==> src/rtl/tlb_ptw.sv <==
// tlb_ptw: Sv32 hardware page-table walker behind the TLB controller.
// Takes one miss at a time on the ptw_req handshake. It issues one or two
// PTE reads on the mem_req/mem_resp port, then returns the PTE, the leaf
// level and a fault flag on the ptw_resp handshake.
// Ports: clk, rst (sync, active-high), root_ppn_i,
//   ptw_req_{valid_i,ready_o,vpn_i},
//   ptw_resp_{valid_o,ready_i,pte_o,level_o,fault_o},
//   mem_req_{valid_o,ready_i,addr_o},
//   mem_resp_{valid_i,ready_o,data_i}.
// Option: define PTW_AD_CHECK_EN to fault leaf PTEs whose A bit is clear.
module tlb_ptw #(
  parameter int VPN_WIDTH = 20,
  parameter int PPN_WIDTH = 22,
  parameter int PA_WIDTH  = 34,
  parameter int PTE_WIDTH = 32
) (
  input  logic                 clk,
  input  logic                 rst,
  input  logic [PPN_WIDTH-1:0] root_ppn_i,
  input  logic                 ptw_req_valid_i,
  output logic                 ptw_req_ready_o,
  input  logic [VPN_WIDTH-1:0] ptw_req_vpn_i,
  output logic                 ptw_resp_valid_o,
  input  logic                 ptw_resp_ready_i,
  output logic [PTE_WIDTH-1:0] ptw_resp_pte_o,
  output logic                 ptw_resp_level_o,
  output logic                 ptw_resp_fault_o,
  output logic                 mem_req_valid_o,
  input  logic                 mem_req_ready_i,
  output logic [PA_WIDTH-1:0]  mem_req_addr_o,
  input  logic                 mem_resp_valid_i,
  output logic                 mem_resp_ready_o,
  input  logic [PTE_WIDTH-1:0] mem_resp_data_i
);

  localparam int IDX_W = VPN_WIDTH / 2;

  typedef enum logic [2:0] {
    IDLE,
    L1_REQ,
    L1_WAIT,
    L0_REQ,
    L0_WAIT,
    RESP
  } state_t;

  state_t               state_q, state_d;
  logic [VPN_WIDTH-1:0] vpn_q, vpn_d;
  logic                 req_ready_q, req_ready_d;
  logic                 mem_req_valid_q, mem_req_valid_d;
  logic                 mem_resp_ready_q, mem_resp_ready_d;
  logic [PA_WIDTH-1:0]  addr_q, addr_d;
  logic                 resp_valid_q, resp_valid_d;
  logic [PTE_WIDTH-1:0] pte_q, pte_d;
  logic                 level_q, level_d;
  logic                 fault_q, fault_d;

  // PTE byte address: {ppn, 12'b0} + {idx, 2'b00}, kept at full PA width.
  function automatic logic [PA_WIDTH-1:0] pte_addr(
    input logic [PPN_WIDTH-1:0] ppn,
    input logic [IDX_W-1:0]     idx
  );
    logic [PA_WIDTH-1:0] base;
    logic [PA_WIDTH-1:0] offs;
    base = PA_WIDTH'({ppn, 12'b0});
    offs = PA_WIDTH'({idx, 2'b00});
    return base + offs;
  endfunction

  // PTE decode of the incoming read data
  logic                 pte_v, pte_r, pte_w, pte_x, pte_a;
  logic                 pte_bad, pte_leaf, at_l1;
  logic                 sp_misaligned, leaf_fault;
  logic [PPN_WIDTH-1:0] pte_ppn;

  always_comb begin
    pte_v         = mem_resp_data_i[0];
    pte_r         = mem_resp_data_i[1];
    pte_w         = mem_resp_data_i[2];
    pte_x         = mem_resp_data_i[3];
    pte_a         = mem_resp_data_i[6];
    pte_ppn       = PPN_WIDTH'(mem_resp_data_i >> 10);
    pte_bad       = !pte_v || (!pte_r && pte_w);
    pte_leaf      = pte_r || pte_x;
    at_l1         = (state_q == L1_WAIT);
    // A level-1 leaf maps a 4 MiB superpage, so PPN[0] must be zero.
    sp_misaligned = at_l1 && (mem_resp_data_i[19:10] != 10'd0);
`ifdef PTW_AD_CHECK_EN
    leaf_fault    = sp_misaligned || !pte_a;
`else
    leaf_fault    = sp_misaligned;
`endif
  end

  always_comb begin
    state_d          = state_q;
    vpn_d            = vpn_q;
    req_ready_d      = req_ready_q;
    mem_req_valid_d  = mem_req_valid_q;
    mem_resp_ready_d = mem_resp_ready_q;
    addr_d           = addr_q;
    resp_valid_d     = resp_valid_q;
    pte_d            = pte_q;
    level_d          = level_q;
    fault_d          = fault_q;

    unique case (state_q)
      IDLE: begin
        if (ptw_req_valid_i && req_ready_q) begin
          vpn_d           = ptw_req_vpn_i;
          addr_d          = pte_addr(root_ppn_i,
                              ptw_req_vpn_i[VPN_WIDTH-1:IDX_W]);
          req_ready_d     = 1'b0;
          mem_req_valid_d = 1'b1;
          state_d         = L1_REQ;
        end
      end
      L1_REQ, L0_REQ: begin
        if (mem_req_ready_i) begin
          mem_req_valid_d  = 1'b0;
          mem_resp_ready_d = 1'b1;
          state_d = (state_q == L1_REQ) ? L1_WAIT : L0_WAIT;
        end
      end
      L1_WAIT, L0_WAIT: begin
        if (mem_resp_valid_i) begin
          pte_d            = mem_resp_data_i;
          level_d          = at_l1;
          mem_resp_ready_d = 1'b0;
          if (pte_bad) begin
            fault_d      = 1'b1;
            resp_valid_d = 1'b1;
            state_d      = RESP;
          end else if (pte_leaf) begin
            fault_d      = leaf_fault;
            resp_valid_d = 1'b1;
            state_d      = RESP;
          end else if (at_l1) begin
            addr_d          = pte_addr(pte_ppn, vpn_q[IDX_W-1:0]);
            mem_req_valid_d = 1'b1;
            state_d         = L0_REQ;
          end else begin
            // Pointer PTE at the last level: nothing left to walk.
            fault_d      = 1'b1;
            resp_valid_d = 1'b1;
            state_d      = RESP;
          end
        end
      end
      RESP: begin
        if (ptw_resp_ready_i) begin
          resp_valid_d = 1'b0;
          req_ready_d  = 1'b1;
          state_d      = IDLE;
        end
      end
      default: begin
        state_d = IDLE;
      end
    endcase
  end

  always_ff @(posedge clk) begin
    if (rst) begin
      state_q          <= IDLE;
      vpn_q            <= '0;
      req_ready_q      <= 1'b1;
      mem_req_valid_q  <= 1'b0;
      mem_resp_ready_q <= 1'b0;
      addr_q           <= '0;
      resp_valid_q     <= 1'b0;
      pte_q            <= '0;
      level_q          <= 1'b0;
      fault_q          <= 1'b0;
    end else begin
      state_q          <= state_d;
      vpn_q            <= vpn_d;
      req_ready_q      <= req_ready_d;
      mem_req_valid_q  <= mem_req_valid_d;
      mem_resp_ready_q <= mem_resp_ready_d;
      addr_q           <= addr_d;
      resp_valid_q     <= resp_valid_d;
      pte_q            <= pte_d;
      level_q          <= level_d;
      fault_q          <= fault_d;
    end
  end

  assign ptw_req_ready_o  = req_ready_q;
  assign mem_req_valid_o  = mem_req_valid_q;
  assign mem_req_addr_o   = addr_q;
  assign mem_resp_ready_o = mem_resp_ready_q;
  assign ptw_resp_valid_o = resp_valid_q;
  assign ptw_resp_pte_o   = pte_q;
  assign ptw_resp_level_o = level_q;
  assign ptw_resp_fault_o = fault_q;

endmodule
==> config.mk <==
export PLATFORM = sky130hd
export DESIGN_NAME = tlb_ptw
export DESIGN_NICKNAME = d
export VERILOG_FILES = /design/src/rtl/tlb_ptw.sv
export SDC_FILE = /design/constraint.sdc
export NUM_CORES = 1
export LEC_CHECK = 0
export CORE_UTILIZATION = 43
export CTS_CLUSTER_DIAMETER = 50
export DETAILED_ROUTE_END_ITERATION = 6
export PLACE_DENSITY = 0.8
export SKIP_LAST_GASP = 1
export SYNTH_ARGS = -nofsm -noshare
export SYNTH_HDL_FRONTEND = slang
export SYNTH_SLANG_ARGS = --single-unit
==> constraint.sdc <==
create_clock -name clk -period 2.45 [get_ports clk]
set_input_delay 0.49 -clock clk [delete_from_list [all_inputs] [get_ports clk]]
set_output_delay 0.49 -clock clk [all_outputs]
set_load 0.01 [all_outputs]
# Word-level counts from Yosys, hierarchy flattened
# Index checks and enable logic that the tools add are counted.
[word_totals]
in_bits = 80
regBits = 85
[op_classes]
muxes = 36
add_sub_neg = 2
reduce_logical = 25
n_eq_ne = 14
[ops]
columns = ["operator", "count"]
rows = [
  ["$mux 34", 5],
  ["$add 34x12->34", 2],
  ["$pmux 34 s2", 1],
  ["$mux 3", 8],
  ["$mux 1", 17],
  ["$ne 2x2->1 const B", 7],
  ["$pmux 3 s4", 1],
  ["$reduce_bool 10->1", 1],
  ["$reduce_and 3->1", 3],
  ["$reduce_and 4->1", 2],
  ["$reduce_bool 2->1", 4],
  ["$reduce_and 7->1", 1],
  ["$eq 3x2->1 const B", 2],
  ["$eq 3x3->1 const B", 2],
  ["$pmux 1 s2", 3],
  ["$reduce_and 6->1", 1],
  ["$ne 4x4->1 const B", 1],
  ["$reduce_and 2->1", 2],
  ["$reduce_or 2->1", 2],
  ["$eq 3x1->1 const B", 1],
  ["$logic_and 1x1->1", 3],
  ["$logic_not 3->1", 1],
  ["$ne 3x3->1 const B", 1],
  ["$pmux 1 s3", 1],
  ["other kinds (3)", 5],
]

# Depth between registers and ports, before layout
# Gate-level depths: netlist (run 1).
[depth]
ltp_word = 6
mapped_depth = 6
ltp_nobuf = 4

# Worst setup path before layout (run 1)
# OpenSTA, ideal clock, no wires.
[synth_path]
path_type = "input-to-reg"
start = "in mem_resp_data_i[1]"
end = "reg addr_q[10], in the netlist mem_req_addr_o[10]"
setup_time_ns = 0.146
setup_slack_ns = 0.593
t_required_ns = 2.304
cell_stages = 6
path_buffers = 2
arrival_ns = 1.710
cell_sequence = "or4b_4 > o22ai_4 > and2_4 > buf_8 > buf_12 > a211oi_2"
[synth_between]
elab_chain_cells = 5
[synth_lines]
columns = ["item", "line_no", "text"]
rows = [
  ["start, declared", "33", "input logic [PTE_WIDTH-1:0] mem_resp_data_i"],
  ["$logic_not 1->1", "83", "pte_bad = !pte_v || (!pte_r && pte_w);"],
  ["$logic_and 1x1->1", "83", ""],
  ["$logic_or 1x1->1", "83", ""],
  ["$ne 2x2->1 (no line)", "n/a", ""],
  ["$reduce_and 6->1 (no line) (*)", "n/a", ""],
  ["end signal, assigned", "181", "addr_q <= addr_d;"],
  ["end, declared", "52", "logic [PA_WIDTH-1:0] addr_q, addr_d;"],
]
# Every way passes the cells marked *; elsewhere a longest branch is shown, timed or not.
# A chain may end at the register's enable or synchronous reset.

# Final worst setup path (run 1)
[layout_path]
start = "in mem_resp_data_i[1]"
end = "reg addr_q[13], in the netlist mem_req_addr_o[13]"
# The elaborated chain is that of the path after synthesis.

==> metrics.txt, run 1 <==
fill count=689; final hold violation count=0; skew final=0.0151 ns; final design utilization=65.5%; clock sink count=83; hold bufs inserted after CTS=0; Boundary Pins=152; die area=8930 sq um; final setup fails=0; routability cong.=0.820; pin count of the biggest net entering global routing=37; post-synthesis cell count=388; H-tree lvl count=3; Hold WC Path Type=reg -> reg; Num CTS Buffers=9; adder-cell share of the synthesized area=0%; clk root buf=clkbuf_8; count of pins over their slew limit=0; Synth Area per Inst=9.48 sq um; GRT Total Usage=22.5%; maxcap violations=0; largest area contributor in the netlist=dfxtp_1; outcome=completed; global-route wire length before repair=15500 um; post-synthesis compound-gate area fraction=24.1%; Synth Area in Simple Gates=11.7%; Avg WL per Cell=15.9 um; period utilization=85.7%; final global-route overflow total=0; antenna cell count=0; Post-Syn Area=3680 sq um; Yosys warnings=0; DRT antenna net count=0; Die Ht=94.5 um; EDFF count, synth=0; row count=33; Setup TNS Final=0 ns; dpl hpwl=7380 um; flop and latch count out of synthesis=83; sequential-to-total area share from yosys stat=45.2%; mux contribution to synthesized area=11.7%; total design power=0.00364 W; Area Overhead vs Synth=47.0%; Final Net Count=610; CP Launch Type=input port; CP Capture Type=flip-flop; worst-path maximum fanout=22; top cells by area, synth=dfxtp_1 (45%), mux2i_1 (12%), a211oi_2 (10%); vias in the first global route=3205; Skew-Pair Late Insertion Delay=0.35 ns; number of I/O port buffers=149; P_leak=1.88 nW; Worst IR Drop VDD=0.373 mV; number of gates resized after cts=0; initial antenna violation count=0; DR iter-0 viols=130; kind of critical path=in -> reg; Initial DRT Pass Iterations=4; Core ar.=8260 sq um; clk buf depth=2; critical path data arrival time=2.37 ns; Starting Density=44.5%; vias per inst=5.25; Yosys top cell area share=45.2%; ys async rst share=0%; largest family of logic cells by synthesized area=compound AO/OA/AOI/OAI gates; ys flop type=dfxtp_1; fin crit period=2.10 ns; share of cells above drive strength 1=12.3%; Fmax achieved=476 MHz; worst path required time=2.72 ns; DRC viols=0; CTS clk-pin slew, worst paths=0.08 ns; drt total wl=10100 um; Chip Width=94.5 um; PD cells=674 nW/um^2; CTS tree=built; Setup Buffers After CTS=0; Cell variety after synth=44; via count=3359; RSZ-0062 raised after global routing=no; Post-Synth XOR/XNOR Area=0.714%
==> cell families (layout without fill, tap and decap cells) <==
kind of cell	count (synthesis)	count (layout)
mux	43	43
flops	83	83
other cells	1	2
xor+xnor	3	3
buf+inv	37	183
simple gates	102	102
compound gates	119	119
==> power by group <==
part	switching [W]	internal, W	leakage [nW]
Clock	0.000488	0.000473	0.0906
Combinational	0.000531	0.000577	1.11
Sequential	0.0000866	0.00149	0.679
Total	0.00111	0.00254	1.88
==> final cells by class <==
type                       count  area (sq um)  area share (%)
sequential                    83          1660            30.7
clock inverter                 4          51.3           0.948
multi-input combinational    269          1790            33.1
clock buffer                  12           135            2.50
tap                          105           131            2.43
inverter                       3          11.3           0.208
timing repair buffer         164          1630            30.1
==> Yosys cell counts, types with 2 or more instances <==
| master | count |
|---|---|
| dfxtp_1 | 83 |
| nand2_1 | 70 |
| a21oi_1 | 68 |
| mux2i_1 | 43 |
| a211oi_2 | 30 |
| clkbuf_1 | 17 |
| nor2_1 | 17 |
| buf_2 | 5 |
| a211oi_1 | 3 |
| buf_12 | 3 |
| buf_4 | 3 |
| nor2b_1 | 3 |
| buf_6 | 2 |
| clkbuf_4 | 2 |
| inv_1 | 2 |
| nand3_1 | 2 |
| nor4_1 | 2 |
| o211a_1 | 2 |
| o211ai_1 | 2 |
| o21a_1 | 2 |
| o21ai_0 | 2 |
| o21ai_1 | 2 |
| xor2_1 | 2 |
==> worst max-delay path, stage by stage <==
cell and delay [ns]:
clkdlybuf4s50_1 0.46, or4b_4 0.60, o22ai_4 0.16, buf_4 0.29, a21oi_1 0.12, a211oi_2 0.23
==> through the flow <==
stage / setup WS (ns) / instance area [sq um] / instances / hold WS [ns]
6_report: 0.351 / 5410 / 640 / 0.457
5_1_grt: 0.250 / 5410 / 640 / 0.471
4_1_cts: 0.368 / 5410 / 640 / 0.458
3_5_place_dp: 0.00753 / 5220 / 624 / 0.446
3_3_place_gp: 0.0878 / 5220 / 624 / 0.442
2_1_floorplan: 0.593 / 3680 / 389 / 0.463
==> cells in the final DEF (no fill, tap or decap), types with 2 or more instances in the layout <==
master and instances:
a211oi_1 3, a211oi_2 30, a21oi_1 68, buf_12 2, buf_4 14, clkbuf_1 3
clkbuf_8 9, clkdlybuf4s50_1 148, conb_1 2, dfxtp_1 83, inv_1 2, mux2i_1 43
nand2_1 70, nand3_1 2, nor2_1 15, nor2_2 2, nor2b_1 3, nor4_1 2
o211a_1 2, o211ai_1 2, o21a_1 2, o21ai_0 2, o21ai_1 2, xor2_1 2
==> worst paths after layout <==
kind	start	to	slack [ns]	depth (start not counted)
setup reg to reg	state_q[2]	mem_req_addr_o[30]	0.79	5
hold / removal	ptw_resp_pte_o[25]	ptw_resp_pte_o[25]	0.46	2
setup / recovery	mem_resp_data_i[1]	mem_req_addr_o[13]	0.35	6
hold reg to reg	ptw_resp_pte_o[25]	ptw_resp_pte_o[25]	0.46	2
==> registers in the layout, summed over array words and instances, names as in the netlist, 3 cells and up <==
register and flops:
mem_req_addr_o 32, state_q 3, vpn_q 10, ptw_resp_pte_o 32
==> routing by layer <==
layer	vias to the layer above	track usage [%]	routed length, um
li1	1653	-	-
met2	108	37.4	4950
met4	0	9.34	221
met5	-	0	0
met1	1580	28.2	4340
met3	18	4.91	634
(Power assumes the default switching activity.)
==> run 2: changes to the inputs <==
--- a/config.mk
+++ b/config.mk
@@ -6,7 +6,6 @@
 export NUM_CORES = 1
 export LEC_CHECK = 0
 export CORE_UTILIZATION = 43
-export CTS_CLUSTER_DIAMETER = 50
 export DETAILED_ROUTE_END_ITERATION = 6
 export PLACE_DENSITY = 0.8
 export SKIP_LAST_GASP = 1
==> results of run 2 <==
Same layout as run 1: the final DEF is identical, and so are final timing and power.
